File: config.mk
export PLATFORM = sky130hd
export DESIGN_NAME = multi_ball_ctrl
export DESIGN_NICKNAME = d
export VERILOG_FILES = /design/src/rtl/multi_ball_ctrl.sv
export SDC_FILE = /design/constraint.sdc
export NUM_CORES = 1
export LEC_CHECK = 0
export CORE_UTILIZATION = 60
export CTS_BUF_LIST = sky130_fd_sc_hd__clkbuf_2
export DETAILED_ROUTE_END_ITERATION = 10
export HOLD_SLACK_MARGIN = 0.06
export PLACE_DENSITY = 0.84
export SYNTH_ARGS = -nofsm -noshare
export SYNTH_HDL_FRONTEND = slang
export SYNTH_SLANG_ARGS = --single-unit
File: constraint.sdc
create_clock -name clock -period 10.1 [get_ports clock]
set_clock_uncertainty 0.1 [all_clocks]
set_input_delay 1.515 -clock clock [delete_from_list [all_inputs] [get_ports clock]]
set_output_delay 1.515 -clock clock [all_outputs]
set_load 0.05 [all_outputs]
File: src/rtl/multi_ball_ctrl.sv
// multi_ball_ctrl
//   Motion engine for NBALL independent balls. Each ball has a position,
//   a direction, sub-pixel speed accumulators and an alive flag. All balls
//   advance together on the shared movement tick.
// Ports
//   clock, reset        : system clock, synchronous active-high reset
//   tick                : movement strobe; ball state advances only when high
//   floor               : 1 = bottom edge bounces, 0 = bottom edge kills
//   radius              : ball radius used for the wall tests
//   ld, ld_idx, ld_*    : load position/speed/direction into ball ld_idx
//   bd_valid/paddle/di  : per-ball collision report (di: 0 UP,1 RIGHT,2 DOWN,3 LEFT)
//   x_flat, y_flat      : ball i position at [i*XW +: XW]
//   alive, dead_pulse   : ball in play / one-cycle death strobe
//   all_dead            : no ball in play
module multi_ball_ctrl #(
   parameter int NBALL   = 3,
   parameter int XW      = 10,
   parameter int ACC_W   = 4,
   parameter int LEFT    = 16,
   parameter int TOP     = 16,
   parameter int MAXX    = 480,
   parameter int MAXY    = 448,
   parameter int SPD_MAX = 12
) (
   input  logic                  clock,
   input  logic                  reset,
   input  logic                  tick,
   input  logic                  floor,
   input  logic [5:0]            radius,
   input  logic                  ld,
   input  logic [2:0]            ld_idx,
   input  logic [XW-1:0]         ld_x,
   input  logic [XW-1:0]         ld_y,
   input  logic [ACC_W-1:0]      ld_sx,
   input  logic [ACC_W-1:0]      ld_sy,
   input  logic                  ld_dx,
   input  logic                  ld_dy,
   input  logic [NBALL-1:0]      bd_valid,
   input  logic [NBALL-1:0]      bd_paddle,
   input  logic [2*NBALL-1:0]    bd_di,
   output logic [NBALL*XW-1:0]   x_flat,
   output logic [NBALL*XW-1:0]   y_flat,
   output logic [NBALL-1:0]      alive,
   output logic [NBALL-1:0]      dead_pulse,
   output logic                  all_dead
);

   // Edge tests run one bit wider than the coordinates so that
   // position + radius can never wrap.
   localparam int EW = XW + 1;
   localparam logic [EW-1:0]    X_LO    = EW'(LEFT);
   localparam logic [EW-1:0]    X_HI    = EW'(LEFT + MAXX);
   localparam logic [EW-1:0]    Y_LO    = EW'(TOP);
   localparam logic [EW-1:0]    Y_HI    = EW'(TOP + MAXY);
   localparam logic [ACC_W-1:0] SPD_SAT = ACC_W'(SPD_MAX);
   localparam logic [ACC_W-1:0] ONE     = ACC_W'(1);
   localparam logic [XW-1:0]    CMAX    = '1;

   logic [EW-1:0] rad_e;
   assign rad_e = EW'(radius);

   for (genvar i = 0; i < NBALL; i++) begin : g_ball
      logic [XW-1:0]    x_q, x_d, y_q, y_d;
      logic             dx_q, dx_d, dy_q, dy_d;
      logic [ACC_W-1:0] sx_q, sx_d, sy_q, sy_d, ax_q, ax_d, ay_q, ay_d;
      logic             al_q, al_d, dp_q, dp_d;
      logic             hit_ld, pad_up;
      logic [1:0]       di;
      logic [ACC_W:0]   sumx, sumy;
      logic [EW-1:0]    xe, ye;

      assign hit_ld = ld && (32'(ld_idx) == i);
      assign di     = bd_di[2*i +: 2];
      assign pad_up = bd_valid[i] && bd_paddle[i] && (di == 2'd0);
      assign sumx   = {1'b0, ax_q} + {1'b0, sx_q};
      assign sumy   = {1'b0, ay_q} + {1'b0, sy_q};
      assign xe     = {1'b0, x_q};
      assign ye     = {1'b0, y_q};

      always_comb begin
         x_d  = x_q;  y_d  = y_q;
         dx_d = dx_q; dy_d = dy_q;
         sx_d = sx_q; sy_d = sy_q;
         ax_d = ax_q; ay_d = ay_q;
         al_d = al_q; dp_d = 1'b0;
         if (hit_ld) begin
            x_d  = ld_x;  y_d  = ld_y;
            dx_d = ld_dx; dy_d = ld_dy;
            sx_d = (ld_sx == '0) ? ONE : ld_sx;
            sy_d = (ld_sy == '0) ? ONE : ld_sy;
            ax_d = '0;    ay_d = '0;
            al_d = 1'b1;
         end else if (tick && al_q) begin
            if (bd_valid[i]) begin
               case (di)
                  2'd0:    dy_d = 1'b1;
                  2'd1:    dx_d = 1'b0;
                  2'd2:    dy_d = 1'b0;
                  default: dx_d = 1'b1;
               endcase
            end
            // walls have the last word on direction
            if (xe <= X_LO + rad_e)        dx_d = 1'b0;
            else if (xe + rad_e >= X_HI)   dx_d = 1'b1;
            if (ye < Y_LO + rad_e)         dy_d = 1'b0;
            else if (floor && (ye + rad_e >= Y_HI)) dy_d = 1'b1;
            // sub-pixel move; coordinates clamp instead of wrapping
            ax_d = sumx[ACC_W-1:0];
            ay_d = sumy[ACC_W-1:0];
            if (sumx[ACC_W]) begin
               if (dx_d) x_d = (x_q == '0)  ? x_q : x_q - 1'b1;
               else      x_d = (x_q == CMAX) ? x_q : x_q + 1'b1;
            end
            if (sumy[ACC_W]) begin
               if (dy_d) y_d = (y_q == '0)  ? y_q : y_q - 1'b1;
               else      y_d = (y_q == CMAX) ? y_q : y_q + 1'b1;
            end
            if (pad_up) begin
               sx_d = (sx_q >= SPD_SAT) ? SPD_SAT : sx_q + ONE;
               sy_d = (sy_q >= SPD_SAT) ? SPD_SAT : sy_q + ONE;
            end
            if (!floor && ({1'b0, y_d} >= Y_HI)) begin
               al_d = 1'b0;
               dp_d = 1'b1;
            end
         end
      end

      always_ff @(posedge clock) begin
         if (reset) begin
            x_q  <= XW'(LEFT + MAXX);
            y_q  <= XW'(TOP + MAXY);
            dx_q <= 1'b0; dy_q <= 1'b0;
            sx_q <= ONE;  sy_q <= ONE;
            ax_q <= '0;   ay_q <= '0;
            al_q <= 1'b0; dp_q <= 1'b0;
         end else begin
            x_q  <= x_d;  y_q  <= y_d;
            dx_q <= dx_d; dy_q <= dy_d;
            sx_q <= sx_d; sy_q <= sy_d;
            ax_q <= ax_d; ay_q <= ay_d;
            al_q <= al_d; dp_q <= dp_d;
         end
      end

      assign x_flat[i*XW +: XW] = x_q;
      assign y_flat[i*XW +: XW] = y_q;
      assign alive[i]           = al_q;
      assign dead_pulse[i]      = dp_q;
   end

   assign all_dead = ~|alive;

endmodule

==> results.md, run 1 <==
* Clock tree from TritonCTS: done
* Detailed route wirelength on metal3 at 3351 µm
* Setup repair after global routing missed its margin: no
* Post-Synthesis Net Count at 1737
* Proportion of synthesized chip area in sequential cells at 20.52%
* Remaining number of nets flagged by the antenna check after routing at 0
* Number of global-route vias before repair at 11391
* Core box area at 0.01889 mm²
* Most common cell after layout, fill and taps aside: sky130_fd_sc_hd__nor2_1
* Number of buffer cells added on primary ports at 122
* DR pass1 iterations at 6
* Post-CTS setup buffer count at 0
* Critical path startpoint category: input port
* Num CTS Buffers at 17
* Mapped cell area at 0.01171 mm²
* Weighted congestion at the end of routability-driven global placement at 1.011
* Category of the worst setup path capture point: register
* Internal Pwr Total at 748.4 µW
* Critical path class: in -> reg
* Largest fanout on the critical path at 13
* Share of cells above drive strength 1 at 5.155%
* Wire length of the first global-routing pass at 59500 µm
* Crit path time final at 6.365 ns
* Total congestion overflow after global routing at 0
* Ratio of final minimum period to clock period at 63.02%
* Leakage power figure at 0.005144 µW
* Final TNS setup at 0 ns
* Number of placement rows at 50
* Master cell of the clock root buffer: sky130_fd_sc_hd__clkbuf_2
* Die boundary height at 141.7 µm
* Number of cells produced by synthesis at 1533
* Number of library cell types mapped by synthesis at 92
* CTS Hold Bufs at 0
* Overall global routing resource usage at 37.64%
* Max-capacitance violation count at 0
* Total net switching power at 503.4 µW
* Measured slew at the worst slew-check pin at 1.284 ns
* Number of clock sinks seen by CTS at 120
* Final Hold Vio Count at 0
* Launch point of the critical path: radius[1]
* Worst slew margin relative to its limit at 13.92%
* Detailed-routed wire length on met2 at 17050 µm
* Total detailed-routing wirelength at 37500 µm
* Die Footprint at 0.02007 mm²
* CTS H-tree depth at 4
* HPWL after detailed placement at 27860 µm
* Number of nets in the finished design at 1801
* Clock network fraction of design power at 25.8%
* WL per Instance at 20.03 µm
* Most used DFF post-synth: sky130_fd_sc_hd__dfxtp_1
* Number of pins with negative max-slew slack in the final report at 0
* Critical Path End: g_ball[1].x_q[9]$_SDFFE_PP0P_
* Filler cell count at 1637
* Via total after detailed routing at 12424
* Number of buffers between clock root and the deepest sink at 2
* Worst voltage drop across the vdd grid at 0.09310 mV
* Status: completed
* DRC violations left at 0
* Endpoint of the most critical register-to-register path: g_ball[1].x_q[9]$_SDFFE_PP0P_
* Area after DPL at 0.01295 mm²
* Data arrival time of the critical path at 6.91 ns
* Violation count after the first detailed-routing iteration at 1339
* Average cell area after synthesis at 7.637 µm²
* Routed met1 length at 15480 µm
* Max Fclk at 157.1 MHz
* Area growth from synthesis to final layout at 12.63%
* Synth Warn # at 0
* Worst skew pair latency at 0.77 ns
* Register bit total from synthesis at 120
* Part of the power in registers at 41.7%
* Highest-count cells in the layout ignoring fill and taps: 169 x sky130_fd_sc_hd__nor2_1, 135 x sky130_fd_sc_hd__nand2_1, 133 x sky130_fd_sc_hd__ha_1, 121 x sky130_fd_sc_hd__clkdlybuf4s50_1
* Cells on worst reg2reg path at 19
* Final number of setup-violating endpoints at 0
* Source of the worst register-to-register timing path: g_ball[1].x_q[1]$_SDFFE_PP0P_
* Initial antenna violation count at 1
* Gate power share at 32.4%
* Final design area excluding fillers at 0.01319 mm²
* Highest signal layer in the routed design: met4
* Initial cell density of the core at 61.97%
* Count of flip-flops with a built-in enable after synthesis at 0
* Post-DR vias/cell at 6.637
* Class of the worst hold path: reg -> reg
* Async set or reset register ratio after synthesis at 0%
* Clock transition at the registers of the reported paths at 0.23 ns
* R2R setup slack at 4.82 ns
* Proportion of total power due to net switching at 40.21%
* Data required time at the worst endpoint at 10.64 ns
* Boundary pin count at 123
* Power density over cell area at 94.93 mW/mm²
* Largest net degree at the start of global routing at 83
* Die span in x at 141.7 µm
* Number of gates resized after cts at 0
[power by group through the flow]
stage	clock, µW	combinational [µW]	sequential (µW)
after detailed placement	0	396	530
after global routing	342	442	525
after CTS	322	399	520
final	323	406	522
after floorplan	0	265	541
after global placement	0	387	529
[cell families (layout without fill, tap and decap cells)]
family	after synthesis	in the layout	synth area share (%)
and+or+nand+nor	609	609	26.06
AOI/OAI and AO/OA	429	429	25.04
adders and majority gates	148	148	16.78
buffers and inverters	148	225	5.237
DFF	120	120	20.52
xor gates and xnor gates	45	45	3.366
muxes	34	34	3.003
other	0	2	0
[critical path, cell delays in order]
cell                              delay, ns
sky130_fd_sc_hd__clkdlybuf4s50_1       0.46
sky130_fd_sc_hd__buf_4                 0.25
sky130_fd_sc_hd__inv_1                 0.21
sky130_fd_sc_hd__ha_1                  0.37
sky130_fd_sc_hd__nor2b_1               0.13
sky130_fd_sc_hd__o21bai_1              0.07
sky130_fd_sc_hd__a21oi_1               0.14
sky130_fd_sc_hd__o21ai_0               0.14
sky130_fd_sc_hd__and4_1                0.23
sky130_fd_sc_hd__a311o_1               0.31
sky130_fd_sc_hd__o22ai_1               0.79
sky130_fd_sc_hd__ha_1                  0.39
sky130_fd_sc_hd__a21o_1                0.17
sky130_fd_sc_hd__a21oi_1               0.20
sky130_fd_sc_hd__o21bai_1              0.09
sky130_fd_sc_hd__a21oi_1               0.20
sky130_fd_sc_hd__o21ai_0               0.16
sky130_fd_sc_hd__a21o_1                0.20
sky130_fd_sc_hd__a21oi_1               0.16
sky130_fd_sc_hd__xor2_1                0.09
sky130_fd_sc_hd__or3_1                 0.33
sky130_fd_sc_hd__a311oi_1              0.27
[cell type report]
| type | instances | area, µm² | share of cell area (%) |
|---|---|---|---|
| Multi-Input combinational cell | 1265 | 8707 | 66.03 |
| Sequential cell | 120 | 2402 | 18.22 |
| Timing Repair Buffer | 131 | 1284 | 9.735 |
| Tap cell | 260 | 325.3 | 2.467 |
| Inverter | 62 | 232.7 | 1.765 |
| Clock inverter | 14 | 140.1 | 1.063 |
| Clock buffer | 18 | 90.09 | 0.6832 |
| Antenna cell | 2 | 5.005 | 0.03795 |
[metrics by stage]
step | power, µW | cells | hold WS, ns | worst slack [ns] | utilization (%)
after floorplan | 806.2 | 1533 | 0.3356 | 4.412 | -
after global placement | 915.9 | 1838 | 0.3423 | 3.185 | 68.55
after detailed placement | 925.9 | 1838 | 0.3553 | 3.037 | 68.55
after CTS | 1241 | 1870 | 0.3776 | 3.794 | 69.77
after global routing | 1308 | 1871 | 0.4039 | 3.272 | 69.78
final | 1252 | 1872 | 0.3788 | 3.735 | 69.79
[routing by layer]
| layer | vias up | track usage (%) |
|---|---|---|
| li1 | 5777 | - |
| met1 | 5887 | 49.07 |
| met2 | 641 | 60.15 |
| met3 | 119 | 6.277 |
| met4 | 0 | 18.68 |
| met5 | - | 0 |
[cells in the mapped netlist, types with 13 or more instances]
| library cell | instances | area share [%] |
|---|---|---|
| sky130_fd_sc_hd__nand4_1 | 20 | 1.1 |
| sky130_fd_sc_hd__a31oi_1 | 16 | 0.86 |
| sky130_fd_sc_hd__a311oi_1 | 17 | 1.3 |
| sky130_fd_sc_hd__or3_1 | 15 | 0.80 |
| sky130_fd_sc_hd__nor3_1 | 60 | 2.6 |
| sky130_fd_sc_hd__inv_1 | 62 | 2.0 |
| sky130_fd_sc_hd__o211ai_1 | 17 | 1.1 |
| sky130_fd_sc_hd__nor2_1 | 169 | 5.4 |
| sky130_fd_sc_hd__a211oi_1 | 55 | 3.5 |
| sky130_fd_sc_hd__nand2_1 | 135 | 4.3 |
| sky130_fd_sc_hd__fa_1 | 15 | 2.6 |
| sky130_fd_sc_hd__nor4_1 | 13 | 0.69 |
| sky130_fd_sc_hd__o21bai_1 | 13 | 0.83 |
| sky130_fd_sc_hd__a21o_1 | 19 | 1.2 |
| sky130_fd_sc_hd__nand2b_1 | 15 | 0.80 |
| sky130_fd_sc_hd__and2_1 | 22 | 1.2 |
| sky130_fd_sc_hd__nor2b_1 | 36 | 1.9 |
| sky130_fd_sc_hd__clkbuf_1 | 62 | 2.0 |
| sky130_fd_sc_hd__mux2i_1 | 25 | 2.1 |
| sky130_fd_sc_hd__o21ai_0 | 56 | 2.4 |
| sky130_fd_sc_hd__dfxtp_1 | 120 | 21 |
| sky130_fd_sc_hd__xnor2_1 | 36 | 2.7 |
| sky130_fd_sc_hd__ha_1 | 133 | 14 |
| sky130_fd_sc_hd__and3_1 | 18 | 0.96 |
| sky130_fd_sc_hd__nand3_1 | 50 | 2.1 |
| sky130_fd_sc_hd__a21oi_1 | 120 | 5.1 |
[flip-flops by register name, summed over array words and instances (netlist names)]
name,flops
g_ball.x_q,30
g_ball.sy_q,12
g_ball.dx_q,3
g_ball.y_q,30
g_ball.dy_q,3
g_ball.ay_q,12
g_ball.al_q,3
g_ball.ax_q,12
g_ball.sx_q,12
g_ball.dp_q,3
[worst min-delay path by stage]
stage                                           endpoint                           start  slack [ns]  cells after the start
after detailed placement  g_ball[2].ay_q[3]$_SDFFE_PP0P_  g_ball[2].ay_q[3]$_SDFFE_PP0P_        0.36                      2
after CTS                 g_ball[2].ay_q[3]$_SDFFE_PP0P_  g_ball[2].ay_q[3]$_SDFFE_PP0P_        0.38                      2
after global routing      g_ball[1].ax_q[3]$_SDFFE_PP0P_  g_ball[1].ax_q[3]$_SDFFE_PP0P_        0.40                      2
after floorplan           g_ball[0].ax_q[3]$_SDFFE_PP0P_  g_ball[0].ax_q[3]$_SDFFE_PP0P_        0.34                      2
after global placement    g_ball[2].ay_q[3]$_SDFFE_PP0P_  g_ball[2].ay_q[3]$_SDFFE_PP0P_        0.34                      2
final                     g_ball[0].ax_q[3]$_SDFFE_PP0P_  g_ball[0].ax_q[3]$_SDFFE_PP0P_        0.38                      2
Note: power is estimated with default switching activity, not from simulation.
==> run 2: changes to the inputs <==
CORE_UTILIZATION = 54   (was 60)
PLACE_DENSITY = 0.8   (was 0.84)
clock period = 5.7 ns   (was 10.1 ns; I/O delays follow)
==> run 2 against run 1 <==
Compared with the run above: final area is 1.5% higher; total power increased by 81%; flip-flop and latch count unchanged; die area rose by 11%; highest routed layer unchanged.
==> results.md, run 2 (synthesis results as in run 1) <==
* Status: completed
* Post-CTS setup buffer count at 0 (unchanged)
* DRC violations left at 0 (unchanged)
* Final TNS setup at 0 ns (unchanged)
* Top cell family by delay on the critical path: compound AO/OA/AOI/OAI gates
* Area growth from synthesis to final layout at 14.34%
* Setup WS pre-CTS at 0.08219 ns (-2.955 ns)
* Area after DPL at 0.01313 mm² (+1.3%)
* Largest net degree at the start of global routing at 66 (-20%)
* Critical path startpoint category: input port
* Die Footprint at 0.02227 mm² (+11%)
* Measured slew at the worst slew-check pin at 0.9817 ns (-0.3018 ns)
* Area used by sequential logic in the layout at 0.002402 mm² (unchanged)
* Wire length of the first global-routing pass at 60630 µm (+1.9%)
* Violation count after the first detailed-routing iteration at 912 (-32%)
* Weighted congestion at the end of routability-driven global placement at 1.004 (-0.72%)
* Filler cell count at 1897 (+16%)
* Power density over cell area at 169.0 mW/mm² (+78%)
* Die boundary height at 149.2 µm (+5.3%)
* Regs by FF count: g_ball.x_q (30), g_ball.y_q (30)
* Slowest library cell on the worst path: sky130_fd_sc_hd__or3b_2
* Data required time at the worst endpoint at 6.28 ns (-4.36 ns)
* Number of clock sinks seen by CTS at 120 (unchanged)
* Critical path class: in -> reg
* Final worst setup slack at 0.8550 ns (-2.880 ns)
* Remaining number of nets flagged by the antenna check after routing at 0 (unchanged)
* CTS H-tree depth at 4 (unchanged)
* Number of pins with negative max-slew slack in the final report at 0 (unchanged)
* Class of the worst hold path: in -> reg
* Worst skew pair latency at 0.78 ns (about the same)
* HPWL after detailed placement at 28440 µm (+2.1%)
* Number of gates resized after cts at 0 (unchanged)
* Worst slew margin relative to its limit at 34.55% (+21 points)
* Number of nets in the finished design at 1820 (+1.1%)
* Final Hold Vio Count at 0 (unchanged)
* Final number of setup-violating endpoints at 0 (unchanged)
* Final design area excluding fillers at 0.01339 mm² (+1.5%)
* Num CTS Buffers at 17 (unchanged)
* Boundary pin count at 123 (unchanged)
* Delay of the slowest critical-path stage at 0.46 ns (-0.33 ns)
* Clock tree from TritonCTS: done
* DR pass1 iterations at 5 (-1)
* Worst voltage drop across the vdd grid at 0.1137 mV (+22%)
* Number of global-route vias before repair at 11517 (+1.1%)
* Worst path buffer plus inverter count at 3 (unchanged)
* Core box area at 0.02115 mm² (+12%)
* Multi-input combinational cell area at 0.008707 mm² (unchanged)
* Total congestion overflow after global routing at 0 (unchanged)
* Overall global routing resource usage at 34.64% (-3.0 points)
* Crit path time final at 4.845 ns
* Post-DR vias/cell at 6.456 (-2.7%)
* WL per Instance at 19.84 µm (-0.95%)
* Share of cells above drive strength 1 at 6.323% (+1.2 points)
* Master cell of the clock root buffer: sky130_fd_sc_hd__clkbuf_2
* Largest fanout on the critical path at 12 (-1)
* Leakage power figure at 0.005263 µW (+2.3%)
* Category of the worst setup path capture point: register
* Top cell by count, worst path: sky130_fd_sc_hd__a21oi_1
* Ordered list of cells on the worst path: clkdlybuf4s50_1 -> buf_12 -> ha_1 -> fa_1 -> nand2b_1 -> a21oi_1 -> o21ai_0 -> nand3_1 -> or3b_2 -> a31oi_2 -> buf_4 -> ha_1 -> a21oi_1 -> o21bai_1 -> a21oi_1 -> o21ai_0 -> a21o_1 -> a21oi_1 -> nand4_1 -> a21o_1 -> a311oi_1
* Data arrival time of the critical path at 5.42 ns (-1.49 ns)
* Total detailed-routing wirelength at 37800 µm (+0.80%)
* Number of placement rows at 53 (+6.0%)
* Initial antenna violation count at 1 (unchanged)
* Ratio of final minimum period to clock period at 85.00%
* Initial cell density of the core at 55.34% (-6.6 points)
* CTS Hold Bufs at 0 (unchanged)
* Die span in x at 149.2 µm (+5.3%)
* Max Fclk at 206.4 MHz
* Number of buffers between clock root and the deepest sink at 2 (unchanged)
* Max-capacitance violation count at 0 (unchanged)
* Number of buffer cells added on primary ports at 122 (unchanged)
* Setup repair after global routing missed its margin: no
* Via total after detailed routing at 12299 (-1.0%)
* Clock transition at the registers of the reported paths at 0.28 ns (+0.05 ns)
* Highest-count cells in the layout ignoring fill and taps: 169 x sky130_fd_sc_hd__nor2_1, 135 x sky130_fd_sc_hd__nand2_1, 133 x sky130_fd_sc_hd__ha_1, 121 x sky130_fd_sc_hd__clkdlybuf4s50_1
* Most common cell after layout, fill and taps aside: sky130_fd_sc_hd__nor2_1
[run 2: changes by cell type in the layout (fill, tap and decap cells not counted), sizes merged]
cell	before	now
bufinv	1	0
inv	68	71
diode	2	1
clkbuf	18	17
clkinvlp	3	0
buf	10	29
clkinv	4	6
[run 2: worst paths after layout]
path | slack (ns) | cells past startpoint | endpoint | from
worst max-delay path | 0.85 | 21 | g_ball[0].x_q[9]$_SDFFE_PP0P_ | radius[0]
worst min register to register | 0.38 | 2 | g_ball[2].ax_q[0]$_SDFFE_PP0P_ | g_ball[2].ax_q[0]$_SDFFE_PP0P_
worst max register to register | 1.02 | 19 | g_ball[0].x_q[9]$_SDFFE_PP0P_ | g_ball[0].x_q[0]$_SDFFE_PP0P_
worst min-delay path | 0.34 | 2 | g_ball[2].y_q[9]$_SDFFE_PP0P_ | reset
[run 2: metal layers]
metal / track usage (%) / up-vias / share of wire (%)
met5: 0 / - / 0
met4: 17.60 / 0 / 4.9
met3: 6.147 / 115 / 8.9
met2: 53.81 / 550 / 44
met1: 45.85 / 5808 / 42
li1: - / 5826 / -
[run 2: cell type report]
type / instances / area share [%]
Sequential cell: 120 / 17.95
Tap cell: 275 / 2.570
Inverter: 62 / 1.738
Clock buffer: 17 / 0.6356
Multi-Input combinational cell: 1265 / 65.04
Timing Repair Buffer: 150 / 10.75
Clock inverter: 15 / 1.299
Antenna cell: 1 / 0.01869
[run 2: power by group]
group          internal, µW  switching [µW]  total (µW)  leakage [µW]
logic                   302             438         740       0.00413
registers               867            55.6         923      0.000974
clock network           152             448         600      0.000155
total                  1320             941        2260       0.00526
[run 2: worst register-to-register path: stages (launching register included)]
cell	delay [ns]
sky130_fd_sc_hd__dfxtp_1	0.50
sky130_fd_sc_hd__ha_1	0.28
sky130_fd_sc_hd__fa_1	0.36
sky130_fd_sc_hd__nand2b_1	0.08
sky130_fd_sc_hd__a21oi_1	0.07
sky130_fd_sc_hd__o21ai_0	0.25
sky130_fd_sc_hd__nand3_1	0.14
sky130_fd_sc_hd__or3b_2	0.46
sky130_fd_sc_hd__a31oi_2	0.20
sky130_fd_sc_hd__buf_4	0.22
sky130_fd_sc_hd__ha_1	0.28
sky130_fd_sc_hd__a21oi_1	0.21
sky130_fd_sc_hd__o21bai_1	0.09
sky130_fd_sc_hd__a21oi_1	0.23
sky130_fd_sc_hd__o21ai_0	0.17
sky130_fd_sc_hd__a21o_1	0.20
sky130_fd_sc_hd__a21oi_1	0.18
sky130_fd_sc_hd__nand4_1	0.15
sky130_fd_sc_hd__a21o_1	0.20
sky130_fd_sc_hd__a311oi_1	0.23
[run 2: metrics by stage]
stage / std cells / util [%] / total power [µW] / hold WS (ns)
6_report: 1905 / 63.28 / 2263 / 0.3389
5_1_grt: 1905 / 63.28 / 2380 / 0.3152
4_1_cts: 1904 / 63.27 / 2258 / 0.2997
3_5_place_dp: 1872 / 62.05 / 1663 / 0.3552
3_3_place_gp: 1872 / 62.05 / 1645 / 0.3424
2_1_floorplan: 1533 / - / 1429 / 0.3356
